## src/rtl/pixel_clip_fifo_pkg.sv

```systemverilog
// Shared screen geometry, pixel payload and clipping helper for the pixel path.
package pixel_clip_fifo_pkg;

  localparam int unsigned SCREEN_W = 160;
  localparam int unsigned SCREEN_H = 120;
  localparam int unsigned COLOUR_W = 3;
  localparam int unsigned X_W      = 8;
  localparam int unsigned Y_W      = 7;

  typedef struct packed {
    logic [X_W-1:0]      x;
    logic [Y_W-1:0]      y;
    logic [COLOUR_W-1:0] colour;
  } pixel_t;

  // True when a signed drawer coordinate lies inside a w x h frame.
  function automatic logic on_screen(input logic signed [8:0] x,
                                     input logic signed [7:0] y,
                                     input int unsigned       w,
                                     input int unsigned       h);
    int xs;
    int ys;
    int ws;
    int hs;
    xs = int'(x);
    ys = int'(y);
    ws = int'(w);
    hs = int'(h);
    return (xs >= 0) && (xs < ws) && (ys >= 0) && (ys < hs);
  endfunction

endpackage

```

## src/rtl/pixel_fifo_mem.sv

```systemverilog
// Pixel storage: DEPTH-entry register array, one write port, one async read port.
module pixel_fifo_mem #(
  parameter int unsigned DEPTH = 16,
  parameter int unsigned WIDTH = 18,
  parameter int unsigned PTR_W = $clog2(DEPTH)
) (
  input  logic             clk,
  input  logic             we,
  input  logic [PTR_W-1:0] waddr,
  input  logic [WIDTH-1:0] wdata,
  input  logic [PTR_W-1:0] raddr,
  output logic [WIDTH-1:0] rdata
);

  logic [WIDTH-1:0] mem [DEPTH];

  // Write port; contents need no reset since level gates every read.
  always_ff @(posedge clk) begin
    if (we) mem[waddr] <= wdata;
  end

  assign rdata = mem[raddr];

endmodule

```

## src/rtl/pixel_clip_fifo.sv

```systemverilog
// Clips drawer pixels to the visible frame and buffers on-screen ones for the VGA adapter.
module pixel_clip_fifo #(
  parameter int unsigned DEPTH    = 16,
  parameter int unsigned SCREEN_W = pixel_clip_fifo_pkg::SCREEN_W,
  parameter int unsigned SCREEN_H = pixel_clip_fifo_pkg::SCREEN_H,
  parameter int unsigned COLOUR_W = pixel_clip_fifo_pkg::COLOUR_W
) (
  input  logic                      clk,
  input  logic                      rst_n,
  input  logic signed [8:0]         in_x,
  input  logic signed [7:0]         in_y,
  input  logic [COLOUR_W-1:0]       in_colour,
  input  logic                      in_plot,
  output logic                      in_ready,
  input  logic                      flush,
  output logic [7:0]                vga_x,
  output logic [6:0]                vga_y,
  output logic [COLOUR_W-1:0]       vga_colour,
  output logic                      vga_plot,
  input  logic                      vga_ready,
  output logic [$clog2(DEPTH):0]    level,
  output logic [15:0]               clip_count,
  output logic                      empty
);

  import pixel_clip_fifo_pkg::*;

  localparam int unsigned PTR_W = $clog2(DEPTH);
  localparam int unsigned LVL_W = PTR_W + 1;
  localparam int unsigned PIX_W = 8 + 7 + COLOUR_W;

  logic [PTR_W-1:0] wr_ptr;
  logic [PTR_W-1:0] rd_ptr;
  logic [PIX_W-1:0] wr_data;
  logic [PIX_W-1:0] rd_data;
  logic [PIX_W-1:0] hold_data;
  logic             accept;
  logic             visible;
  logic             push;
  logic             pop;

  // Handshake decode; full/empty come only from the registered level.
  assign in_ready = (level != LVL_W'(DEPTH)) && !flush;
  assign accept   = in_plot && in_ready;
  assign visible  = on_screen(in_x, in_y, SCREEN_W, SCREEN_H);
  assign push     = accept && visible;
  assign empty    = (level == '0);
  assign vga_plot = !empty;
  assign pop      = vga_plot && vga_ready && !flush;
  assign wr_data  = {in_x[7:0], in_y[6:0], in_colour};

  // Head entry falls through; an empty FIFO keeps showing the last pixel sent.
  assign {vga_x, vga_y, vga_colour} = empty ? hold_data : rd_data;

  pixel_fifo_mem #(
    .DEPTH (DEPTH),
    .WIDTH (PIX_W),
    .PTR_W (PTR_W)
  ) u_mem (
    .clk   (clk),
    .we    (push),
    .waddr (wr_ptr),
    .wdata (wr_data),
    .raddr (rd_ptr),
    .rdata (rd_data)
  );

  // Pointers and occupancy; flush empties the buffer at the next edge.
  always_ff @(posedge clk or negedge rst_n) begin
    if (!rst_n) begin
      wr_ptr <= '0;
      rd_ptr <= '0;
      level  <= '0;
    end else if (flush) begin
      wr_ptr <= '0;
      rd_ptr <= '0;
      level  <= '0;
    end else begin
      if (push) wr_ptr <= wr_ptr + PTR_W'(1);
      if (pop)  rd_ptr <= rd_ptr + PTR_W'(1);
      case ({push, pop})
        2'b10:   level <= level + LVL_W'(1);
        2'b01:   level <= level - LVL_W'(1);
        default: level <= level;
      endcase
    end
  end

  // Last pixel handed to the adapter, shown while the FIFO is empty.
  always_ff @(posedge clk or negedge rst_n) begin
    if (!rst_n) begin
      hold_data <= '0;
    end else if (pop) begin
      hold_data <= rd_data;
    end
  end

  // Saturating count of accepted off-screen pixels; only reset clears it.
  always_ff @(posedge clk or negedge rst_n) begin
    if (!rst_n) begin
      clip_count <= '0;
    end else if (accept && !visible && (clip_count != 16'hFFFF)) begin
      clip_count <= clip_count + 16'd1;
    end
  end

endmodule

```

## config.mk

```make
export PLATFORM = sky130hd
export DESIGN_NAME = pixel_clip_fifo
export DESIGN_NICKNAME = d
export VERILOG_FILES = /design/src/rtl/pixel_clip_fifo_pkg.sv /design/src/rtl/pixel_fifo_mem.sv /design/src/rtl/pixel_clip_fifo.sv
export SDC_FILE = /design/constraint.sdc
export NUM_CORES = 1
export LEC_CHECK = 0
export CAP_MARGIN = 20
export CORE_MARGIN = 5
export CORE_UTILIZATION = 40
export DETAILED_ROUTE_END_ITERATION = 8
export GPL_ROUTABILITY_DRIVEN = 0
export MAX_ROUTING_LAYER = met4
export SETUP_SLACK_MARGIN = 0.4
export SYNTH_ARGS = -nofsm -noshare
export SYNTH_HDL_FRONTEND = slang
export SYNTH_SLANG_ARGS = --single-unit
```

## constraint.sdc

```tcl
create_clock -name clk -period 2.8 [get_ports clk]
set_input_delay 0.56 -clock clk [delete_from_list [all_inputs] [get_ports clk]]
set_output_delay 0.56 -clock clk [all_outputs]
set_load 0.02 [all_outputs]
```

==> impl_metrics.toml, run 1 <==
[clocking]
cts_max_level = 2
holdBufCountCts = 0
cts.path.max_buffers = 3
cts_root_buf = "clkbuf_16"
cts_tree = "built"
cts_buffers = 35
clk_latency_ns = 0.51
cts_sinks = 335
path_clk_slew_ns = 0.05

[status]
status = "finished with violations"
violations = "negative setup slack"

[worst_setup_path]
r2r_start = "level[1]"
start_kind = "flop"
cp_max_fo = 5
cpLargestDelayFamily = "multiplexers"
worstPathArrival_ns = 2.85
reg2regPathDepth = 12
reg2reg_to = "level[4]"
cp_num_cells = 7
crit_start = "rd_ptr[0]"
cp.required_ns = 2.24
max_stage_delay_ns = 0.56
reg2reg_setup_slack_ns = 0.05
worstSetupPathType = "reg -> out"
slowest_stage = "mux4_2"
endpoint_kind = "primary output"
path_cells = "buf_12 -> buf_12 -> buf_16 -> mux4_2 -> mux4_2 -> mux2_4 -> buf_6"
crit_buf_inv = 4

[detailed_routing]
wl_um = 31760
dr_wl_met3_um = 1517
routed.top_layer = "met4"
drt-pass1-iter-count = 5
route.antenna.remaining_nets = 0
vias = 7052
remaining_drc_errors = 0
viasPerCell = 5.318
drtIter0Drc = 578
route.layer.met1.wl_um = 13430
wl_per_cell_um = 23.95
wl_met2_um = 16410

[min_path]
hold_path_class = "in -> async"

[yosys]
synth_cells = 681
yosysWarningCount = 0
synth_seq_cells = 335
synth_area_um2 = 13480
ys_types = 42
async_reset_ff_share_pct = 14.03
synth_ff_type = "edfxtp_1"
seq_area_frac_synth_pct = 72.86
synth_edf_count = 288
syn-num-nets = 714
syn_avg_cell_area_um2 = 19.80

[placed_design]
dpl_worst_slack_ns = -0.4446
hpwlAfterDp_um = 19590
port_buffers = 66

[global_route]
antenna_found_initial = 1
grt_pass1_vias = 7418
grt_pass1_wl_um = 47710
grt_max_degree = 36
grtUsageTotal_pct = 17.33
grt_overflow = 0

[floorplan]
ios = 67
die_area_um2 = 37480
rows = 67
dieWidth_um = 193.6
core-area_um2 = 33450
initial_core_util_pct = 40.31
die_y_um = 193.6

[final_layout]
areaGrowthSynthToFinish_pct = 28.40
drive_gt1_share_pct = 36.83
final_common_cell = "edfxtp_1"
layout.nets = 887
mostFrequentLayoutCells = "288 x edfxtp_1, 90 x mux4_2, 73 x nand2_1"

[power_and_ir_drop]
power.density_nw_per_um2 = 861.5
max-vdd-ir-drop_mv = 0.6249
p_leak_uw = 0.005929

[timing]
max_freq_mhz = 292.9
finalSetupViolations = 18
final.min_clock_period_ns = 3.414
fin_skew_ns = 0.01397
rsz0062_at_grt = "yes"
finalHoldViolations = 0
totalNegativeSetupSlack_ns = -9.918
timing.final.ws_setup_ns = -0.6141
final_max_slew_viol_count = 0
max_slew.worst_pin.slew_ns = 0.6654
slew_headroom_pct = 55.64
post-route-period-util_pct = 121.9

[job]
maxCapViolCount = 0
## metrics by stage
stage	cells	total power (uW)	utilization, %	cell area (um2)	hold slack [ns]
after floorplan	681	8194	-	13580	0.2644
final	1326	14920	51.76	17310	0.08502
after detailed placement	1234	9463	46.38	15510	0.4627
after CTS	1319	14850	51.20	17130	0.08183
after global routing	1326	15530	51.76	17310	0.1109
after global placement	1234	9388	46.38	15510	0.4587
## synth_stat cells, types with 2 or more instances
cell | instances | area [um2]
nor2_1 | 19 | 71.32
nand2_1 | 76 | 285.3
clkbuf_1 | 14 | 52.55
buf_1 | 8 | 30.03
and2_1 | 11 | 68.82
nor3_1 | 5 | 25.02
dfrtp_1 | 47 | 1176
nor2b_1 | 2 | 12.51
edfxtp_1 | 288 | 8648
a21oi_1 | 4 | 20.02
nand4_1 | 9 | 56.30
nor4_1 | 2 | 12.51
a211oi_1 | 3 | 22.52
buf_2 | 4 | 20.02
nand3_1 | 7 | 35.03
o21ai_1 | 2 | 10.01
xor2_1 | 7 | 61.31
xnor2_1 | 16 | 140.1
and3_1 | 5 | 31.28
inv_1 | 4 | 15.01
mux4_2 | 90 | 2027
and4_1 | 5 | 43.79
buf_6 | 7 | 78.83
o2bb2ai_1 | 3 | 26.28
mux2i_1 | 2 | 20.02
ha_1 | 8 | 100.1
mux2_4 | 18 | 270.3
## logic make-up after synthesis
kind of cell / synth area share (%)
mux: 17.18
compound gates: 1.141
xor+xnor: 1.615
buf+inv: 1.457
flops: 72.86
fa+ha+maj: 0.7424
simple gates: 5.001
## cell type report
cell class,instances,area (um2)
multi-input combinational,309,3607
tap,448,560.5
timing repair buffer,169,2168
antenna,1,2.502
fill,2564,16130
inverter,4,15.01
sequential,335,9834
clock buffer,40,915.9
clock inverter,20,210.2
## how the worst max path moves through the flow
stage,slack (ns),end
2_1_floorplan,0.19,level[4]
3_3_place_gp,-0.42,vga_colour[0]
3_5_place_dp,-0.44,vga_colour[0]
4_1_cts,-0.63,vga_y[0]
5_1_grt,-0.67,vga_y[2]
6_report,-0.61,vga_y[2]
## sequential cells by signal, summed over array words and instances (netlist names)
| name | cells |
|---|---|
| u_mem.mem | 288 |
| level | 5 |
| hold_data | 18 |
| clip_count | 16 |
| wr_ptr | 4 |
| rd_ptr | 4 |
## where the power goes
part | switching, uW | internal [uW] | leakage (uW)
Clock | 1830 | 2720 | 0.000553
Combinational | 2000 | 2570 | 0.00218
Sequential | 177 | 5620 | 0.00320
## metal layers
layer | global-route usage [%] | vias up
met2 | 29.23 | 187
met3 | 2.644 | 32
met1 | 22.81 | 3750
met4 | 3.331 | 0
met5 | - | -
li1 | - | 3083
## timing repair
action,in CTS,in global routing
pin swaps,4,10
gates resized for setup,150,33
buffers inserted,18,5
gates cloned,7,1
endpoints found under the setup margin,197,231
(Power assumes the default switching activity.)
==> run 2: changes to the inputs <==
- CORE_UTILIZATION: 40 -> 54
- PLACE_DENSITY: not set -> 0.76
==> run 2 against run 1 <==
Compared with the run above:
- the run still ends with negative setup slack left
- sequential share of layout area is 1.6 points higher
- global-route usage rose by 6.7 points
- setup slack worse by 0.089 ns
- largest cell class unchanged
- highest routed layer unchanged
==> impl_metrics.toml, run 2 (same netlist as run 1, synthesis figures left out) <==
[worst_setup_path]
cp_max_fo = 7
crit_start = "rd_ptr[0]"
reg2reg_setup_slack_ns = 0.12
slowest_stage = "mux4_2"
cp_num_cells = 7
r2r_start = "level[0]"
cpLargestDelayFamily = "multiplexers"
crit_buf_inv = 4
cp.required_ns = 2.24
endpoint_kind = "primary output"
max_stage_delay_ns = 0.53
worstSetupPathType = "reg -> out"
start_kind = "flop"
path_cells = "buf_12 -> buf_6 -> buf_16 -> mux4_2 -> mux4_2 -> mux2_4 -> buf_6"
endpoint = "vga_x[4]"
reg2reg_to = "level[4]"
reg2regPathDepth = 12
worstPathArrival_ns = 2.94

[floorplan]
rows = 57
initial_core_util_pct = 55.12
ios = 67
core-area_um2 = 24460
die_y_um = 168.0
dieWidth_um = 168.0
die_area_um2 = 28230

[clocking]
clk_latency_ns = 0.57
cts.path.max_buffers = 3
cts_tree = "built"
cts_buffers = 31
cts_max_level = 1
cts_root_buf = "clkbuf_16"
cts_sinks = 335
path_clk_slew_ns = 0.06

[timing]
rsz0062_at_grt = "yes"
post-route-period-util_pct = 125.1
fin_skew_ns = 0.009949
timing.final.ws_setup_ns = -0.7034
totalNegativeSetupSlack_ns = -11.25
slew_headroom_pct = 57.25
finalSetupViolations = 18
max_freq_mhz = 285.4
max_slew.worst_pin.slew_ns = 0.6413
finalHoldViolations = 0
final.min_clock_period_ns = 3.503
final_max_slew_viol_count = 0

[min_path]
hold_path_class = "reg -> reg"

[final_layout]
largest_reg_flops = 288
reg_top3 = "u_mem.mem: 288 flops, hold_data: 18 flops, clip_count: 16 flops"
drive_gt1_share_pct = 35.65
areaGrowthSynthToFinish_pct = 24.80
mostFrequentLayoutCells = "288 x edfxtp_1, 90 x mux4_2, 75 x nand2_1"
layout.nets = 872
top_register = "u_mem.mem"
final_common_cell = "edfxtp_1"

[detailed_routing]
viasPerCell = 6.193
vias = 7364
drtIter0Drc = 1179
remaining_drc_errors = 0
wl_um = 33310
wl_per_cell_um = 28.01
route.antenna.remaining_nets = 0
drt-pass1-iter-count = 6

[global_route]
grt_pass1_vias = 7632
gr-usage-met1_pct = 32.54
gr-max-usage-layer = "met2"
use_met3_pct = 3.728
grt_max_degree = 37
grt_overflow = 0
grtUsageTotal_pct = 24.07
antenna_found_initial = 1
use_met2_pct = 39.10
grt_pass1_wl_um = 49110

[job]
maxCapViolCount = 0

[status]
violations = "negative setup slack"
status = "finished with violations"

[placed_design]
port_buffers = 66
hpwlAfterDp_um = 18070

[power_and_ir_drop]
power.density_nw_per_um2 = 863.8
max-vdd-ir-drop_mv = 0.8291
p_leak_uw = 0.005771
finalPower_uw = 14540
run 2: changes by cell type in the layout (fill, tap and decap cells not counted), sizes merged:
cell           delta
clkdlybuf4s50     +4
clkbuf            +5
clkinv            -5
dlygate4sd2       -1
dlygate4sd3       +1
buf              -12
bufinv            -2
dlymetal6s2s      -3
run 2: how the worst min path moves through the flow:
stage	start	to	slack [ns]	cells past startpoint
finish	hold_data[8]	hold_data[8]	0.48	2
CTS	hold_data[8]	hold_data[8]	0.48	2
global placement	hold_data[6]	hold_data[6]	0.46	2
global route	hold_data[8]	hold_data[8]	0.51	2
floorplan	rst_n	clip_count[0]	0.26	0
detailed placement	hold_data[8]	hold_data[8]	0.46	2
run 2: layer usage:
| metal | up-vias | share of wire (%) |
|---|---|---|
| met5 | - | 0 |
| met4 | 0 | 2.3 |
| met3 | 60 | 8.1 |
| met2 | 413 | 51 |
| met1 | 3844 | 39 |
| li1 | 3047 | - |
run 2: what timing repair did:
action | in CTS | in global routing
pin swaps | 4 | 5
setup endpoints to repair | 22 | 286
hold buffers | 1 | 0
gates cloned | 7 | 2
resized for setup | 142 | 19
setup buffers | 17 | 2
endpoints found under the hold margin | 2 | 0
run 2: power breakdown:
part	internal (uW)	total [uW]	switching, uW
logic	2470	4490	2020
clock network	2440	4250	1810
registers	5610	5800	182
total	10500	14500	4010
run 2: final cells by class:
cell class / instances / area, um2
Clock inverter: 13 / 132.6
Inverter: 4 / 15.01
Fill cell: 1414 / 7634
Multi-Input combinational cell: 309 / 3576
Tap cell: 324 / 405.4
Timing Repair Buffer: 158 / 1956
Sequential cell: 335 / 9833
Antenna cell: 1 / 2.502
Clock buffer: 45 / 908.4
run 2: worst register-to-register path, stage by stage (launching register included):
cell and delay [ns]:
dfrtp_2 0.44, buf_6 0.13, or4_4 0.53, o21ai_4 0.16, a21oi_2 0.06, xor2_1 0.15
ha_2 0.20, or3_4 0.33, a21oi_2 0.11, nand2_1 0.09, o311a_1 0.16, nor3_2 0.12
o2bb2ai_1 0.09
run 2: per-stage QoR:
| stage | cells | hold WS, ns | util [%] | instance area (um2) | setup slack, ns |
|---|---|---|---|---|---|
| global placement | 1101 | 0.4574 | 62.25 | 15230 | -0.4112 |
| finish | 1189 | 0.4833 | 68.79 | 16830 | -0.7034 |
| detailed placement | 1101 | 0.4632 | 62.25 | 15230 | -0.4402 |
| CTS | 1184 | 0.4791 | 68.23 | 16690 | -0.6651 |
| floorplan | 681 | 0.2644 | - | 13580 | 0.1920 |
| global route | 1189 | 0.5133 | 68.79 | 16830 | -0.7485 |
==> run 3: changes to the inputs <==
- CORE_ASPECT_RATIO: not set -> 0.7
==> run 3 against run 2 <==
Compared with the run above:
- the flow still finishes with violations (negative setup slack)
- first-iteration DRC count decreased by 28%
- core utilization is essentially flat
- clock power barely moved
- clock skew increased by 0.0080 ns
- via count fell by 0.48%
- flip-flop and latch count unchanged
- clock-buffer cell count shrank 9
- final cell count increased by 1.7%
- global-route usage shrank 1.0 points
- cell area grew 0.66%
- register-to-register slack about the same
- combinational power is 5.3% lower
==> impl_metrics.toml, run 3 (same netlist as run 1, synthesis figures left out) <==
[final_layout]
final_common_cell = "edfxtp_1"
mostFrequentLayoutCells = "288 x edfxtp_1, 90 x mux4_2, 73 x nand2_1"
layout.nets = 893
top_register = "u_mem.mem"
drive_gt1_share_pct = 37.03
largest_reg_flops = 288
reg_top3 = "u_mem.mem: 288 flops, hold_data: 18 flops, clip_count: 16 flops"
areaGrowthSynthToFinish_pct = 25.63
num-fill-cells = 1463

[timing]
finalHoldViolations = 0
rsz0062_at_grt = "yes"
fin_skew_ns = 0.01797
finalSetupViolations = 18
post-route-period-util_pct = 122.5
timing.final.ws_setup_ns = -0.6289
max_slew.worst_pin.slew_ns = 0.5544
final.min_clock_period_ns = 3.429
max_freq_mhz = 291.6
final_max_slew_viol_count = 0
hold-worst-slack_ns = 0.3497
slew_headroom_pct = 62.93

[job]
maxCapViolCount = 0

[detailed_routing]
wl_um = 31670
vias = 7329
route.antenna.remaining_nets = 0
wl_per_cell_um = 26.20
drtIter0Drc = 852
remaining_drc_errors = 0
viasPerCell = 6.062
drt-pass1-iter-count = 5

[global_route]
use_met2_pct = 35.99
use_met3_pct = 4.117
gr-usage-met1_pct = 32.77
antenna_found_initial = 1
gr-max-usage-layer = "met2"
grt_pass1_vias = 7481
grt_overflow = 0
grt_max_degree = 25
grtUsageTotal_pct = 23.07
grt_pass1_wl_um = 46880

[power_and_ir_drop]
finalPower_uw = 14290
max-vdd-ir-drop_mv = 0.8492
p_leak_uw = 0.005850
power.density_nw_per_um2 = 843.5

[placed_design]
hpwlAfterDp_um = 18870
port_buffers = 66
dpl_worst_slack_ns = -0.4267

[worst_setup_path]
path_cells = "buf_12 -> buf_12 -> buf_16 -> mux4_2 -> mux4_2 -> mux2_4 -> buf_6"
slowest_stage = "dfrtp_4"
cp.required_ns = 2.24
worstPathArrival_ns = 2.87
max_stage_delay_ns = 0.51
worstSetupPathType = "reg -> out"
cp_max_fo = 7
start_kind = "flop"
endpoint_kind = "primary output"

[floorplan]
die_area_um2 = 28280
rows = 48
ios = 67
dieWidth_um = 198.9
die_y_um = 142.2
initial_core_util_pct = 54.76
core-area_um2 = 24620

[status]
status = "finished with violations"
violations = "negative setup slack"

[clocking]
cts_root_buf = "clkbuf_16"
clk_latency_ns = 0.56
cts_buffers = 30
path_clk_slew_ns = 0.07
cts_sinks = 335
cts_max_level = 1
cts_tree = "built"
cts.path.max_buffers = 3

[min_path]
hold_path_class = "in -> reg"
run 3: layout make-up:
| type | instances | area, um2 | share of cell area, % |
|---|---|---|---|
| Antenna cell | 1 | 2.502 | 0.01477 |
| Timing Repair Buffer | 180 | 2043 | 12.06 |
| Tap cell | 325 | 406.6 | 2.400 |
| Clock buffer | 36 | 794.5 | 4.690 |
| Clock inverter | 19 | 224.0 | 1.322 |
| Inverter | 4 | 20.02 | 0.1182 |
| Sequential cell | 335 | 9834 | 58.05 |
| Multi-Input combinational cell | 309 | 3615 | 21.34 |
run 3: metrics by stage:
step / instance area, um2 / TNS [ns] / util [%] / std cells
3_3_place_gp: 15320 / -31.93 / 62.22 / 1116
2_1_floorplan: 13580 / 0 / - / 681
3_5_place_dp: 15320 / -44.08 / 62.22 / 1116
6_report: 16940 / -9.574 / 68.80 / 1209
5_1_grt: 16940 / -10.56 / 68.80 / 1209
4_1_cts: 16640 / -9.718 / 67.58 / 1189
run 3: where the power goes:
| group | leakage [uW] | internal (uW) | total (uW) | switching, uW |
|---|---|---|---|---|
| logic | 0.00216 | 2270 | 4250 | 1990 |
| registers | 0.00320 | 5620 | 5800 | 180 |
| clock network | 0.000494 | 2480 | 4240 | 1760 |
| total | 0.00585 | 10400 | 14300 | 3930 |
run 3: worst max-delay path: cells and delay by family (launching register included):
kind                   cells  cell delay [ns]
muxes                      3             1.23
DFF                        1             0.51
buffers and inverters      4             0.57
run 3: worst paths after layout:
check,slack [ns],depth (start not counted),end,start
min in group asynchronous,0.47,2,level[4],rst_n
hold / removal,0.35,2,u_mem.mem[4][7],in_y[4]
setup / recovery,-0.63,7,vga_x[1],rd_ptr[0]
max in group asynchronous,1.65,3,clip_count[0],rst_n
hold reg to reg,0.48,2,hold_data[14],hold_data[14]
setup reg to reg,0.11,12,level[4],level[1]
run 3: metal layers:
metal | up-vias | routed length, um
met4 | 0 | 665
li1 | 3095 | -
met1 | 3811 | 12870
met3 | 55 | 2616
met5 | - | 0
met2 | 368 | 15520
run 3: repair_timing:
item / CTS / global route
setup buffers: 13 / 18
hold buffers: 1 / 0
cloned: 4 / 1
hold endpoints to repair: 13 / 0
resized for setup: 131 / 37
setup endpoints to repair: 172 / 303
pin swaps: 5 / 9
==> edit (flow settings as in run 1) <==
Register the output `clip_count` once more, with the module's reset; this adds one clock of latency there. The other outputs are not delayed to match.
--- a/src/rtl/pixel_clip_fifo.sv
+++ b/src/rtl/pixel_clip_fifo.sv
@@ -28,6 +28,8 @@
   localparam int unsigned PTR_W = $clog2(DEPTH);
   localparam int unsigned LVL_W = PTR_W + 1;
   localparam int unsigned PIX_W = 8 + 7 + COLOUR_W;
+
+  logic [15:0] clip_count_s0;
 
   logic [PTR_W-1:0] wr_ptr;
   logic [PTR_W-1:0] rd_ptr;
@@ -98,9 +100,17 @@
   // Saturating count of accepted off-screen pixels; only reset clears it.
   always_ff @(posedge clk or negedge rst_n) begin
     if (!rst_n) begin
+      clip_count_s0 <= '0;
+    end else if (accept && !visible && (clip_count_s0 != 16'hFFFF)) begin
+      clip_count_s0 <= clip_count_s0 + 16'd1;
+    end
+  end
+
+  always_ff @(posedge clk or negedge rst_n) begin
+    if (!rst_n) begin
       clip_count <= '0;
-    end else if (accept && !visible && (clip_count != 16'hFFFF)) begin
-      clip_count <= clip_count + 16'd1;
+    end else begin
+      clip_count <= clip_count_s0;
     end
   end
 
Behaviour: not the same (Yosys sat finds a counterexample within 4 cycles, from zero or initial values and one cycle with rst_n low).
==> edit against run 1 <==
The run still ends with setup timing left; cell area up 0.70%; worst setup slack better by 0.039 ns; power up 2.0%; die area up 2.9%; sequential cell count up 16; area after synthesis up 3.0%; routed wire length up 1.5%; critical path type unchanged; critical endpoint is now vga_x[7].
==> edit: results (changes against run 1) <==
| Metric | Value |
|---|---|
| Top post-synthesis cells by area | `edfxtp_1, mux4_2, dfrtp_1` |
| Worst Path Arrival | `2.82 ns (-0.03 ns)` |
| Hpwl dp | `18400 um (-6.3%)` |
| R2R Setup Slk | `0.10 ns (+0.05 ns)` |
| R2R Path Start | `level[0]` |
| Critical path peak fanout | `6 (+1)` |
| Seq/Total Area, Yosys | `0.736 (+0.00736)` |
| Grt met1 use | `0.233 (+0.00458)` |
| Hold WS | `0.223 ns (+0.138 ns)` |
| P_leak | `6.03 nW (+1.7%)` |
| Peak VDD IR | `0.00111 V (+77%)` |
| Status | `finished, violations left` |
| Synth Warn # | `0 (unchanged)` |
| Largest net degree at the start of global routing | `64 (+78%)` |
| Count of different cell masters after synthesis | `43 (+2.4%)` |
| CTS buffer count | `36 (+2.9%)` |
| Largest regs | `u_mem.mem: 288 flops, hold_data: 18 flops` |
| Synth top cells by count | `edfxtp_1, mux4_2, nand2_1` |
| Synthesized area per cell | `20.0 um2 (+0.96%)` |
| # setup viols final | `18 (unchanged)` |
| Layout cells sized above 1 | `0.345 (-0.0229)` |
| DR pass1 iterations | `5 (unchanged)` |
| Post-synth net total | `728 (+2.0%)` |
| GRT Total Usage | `0.170 (-0.00350)` |
| Min setup slack post-route | `-0.575 ns (+0.0387 ns)` |
| Vias | `7162 (+1.6%)` |
| Htree depth | `2 (unchanged)` |
| Global-route wire length before repair | `47400 um (-0.61%)` |
| Finished Layout Cells | `1341 (+1.1%)` |
| Worst-Margin Slew | `0.834 ns (+0.169 ns)` |
| Violated checks | `setup timing` |
| Wire per inst | `24.0 um (+0.35%)` |
| Asr flop ratio synth | `0.179 (+0.0392)` |
| Final count of hold timing violations | `0 (unchanged)` |
| GR Layer Usage met3 | `0.0280 (+0.00159)` |
| CTS max path bufs | `3 (unchanged)` |
| Met2 Track Usage GR | `0.273 (-0.0196)` |
| Inserted Diodes | `0 (-1)` |
| Vias in the first global route | `7391 (-0.36%)` |
| Flop and latch count out of synthesis | `351 (+4.8%)` |
| Clock transition at path regs | `0.07 ns (+0.02 ns)` |
| Clock Skew | `0.0223 ns (+0.00838 ns)` |
| Clk_lat worst skew | `roughly 0.52 ns` |
| Starting DRC count in detailed routing | `747 (+29%)` |
| Placed cell count | `1243 (+0.73%)` |
| Final net count | `893 (+0.68%)` |
| Antenna violations before repair | `0 (-1)` |
## edit: changes by cell type in the layout (fill, tap and decap cells not counted), moves of 4 or more
cell	delta
buf_12	-5
buf_16	-5
clkdlybuf4s50_1	+4
and4_2	-4
dfrtp_1	+16
## edit: timing repair
action,CTS,global route
gates resized for setup,127,28
pin swaps,3,6
endpoints found under the setup margin,312,259
hold endpoints to repair,0,0
hold buffers,0,0
setup buffers,12,15
gates cloned,3,4
## edit: worst max path at each step
stage                          from        to  slack [ns]  cells after the start
final                     rd_ptr[0]  vga_x[7]       -0.58                      7
after global routing      rd_ptr[0]  vga_y[2]       -0.63                      7
after CTS                 rd_ptr[0]  vga_x[7]       -0.59                      7
after detailed placement    in_x[6]  level[4]       -0.49                     13
after global placement      in_x[6]  level[4]       -0.50                     13
after floorplan            level[2]  level[4]        0.18                     12
## edit: through the flow
step	TNS, ns	cell area, um2	setup WS, ns	utilization
2_1_floorplan	0	14000	0.179	-
3_3_place_gp	-87.35	15800	-0.500	0.458
3_5_place_dp	-95.13	15800	-0.491	0.458
4_1_cts	-9.75	17100	-0.594	0.497
5_1_grt	-10.75	17400	-0.635	0.506
6_report	-9.44	17400	-0.575	0.506
## edit: cell type report
cell class | count | area, um2
timing repair buffer | 159 | 1940
clock inverter | 20 | 169
fill | 2714 | 17000
multi-input combinational | 306 | 3550
inverter | 6 | 22.5
sequential | 351 | 10200
clock buffer | 44 | 945
tap | 455 | 569
## edit: where the power goes
part	switching [mW]	leakage (nW)	internal, mW
Combinational	2.11	2.09	2.52
Clock	1.92	0.537	2.60
Sequential	0.176	3.41	5.89
## edit: cells by family after synthesis
group / synth area share
AND/OR/NAND/NOR: 0.0493
multiplexers: 0.167
AO/OA/AOI/OAI: 0.0105
XOR/XNOR: 0.0157
adder cells (fa/ha/maj): 0.00720
flip-flops: 0.736
buffers and inverters: 0.0145
## edit: per-layer routing
metal | part of all wire | wire length [um]
met5 | 0 | 0
met4 | 0.020 | 642
met3 | 0.055 | 1780
met2 | 0.49 | 15900
met1 | 0.43 | 13900
## edit: worst max-delay path, cell delays in order, from the launching register on
cell and delay (ns):
dfrtp_4 0.51, buf_8 0.16, buf_12 0.13, buf_16 0.13, mux4_2 0.41, mux4_2 0.54
mux2_4 0.29, buf_6 0.13
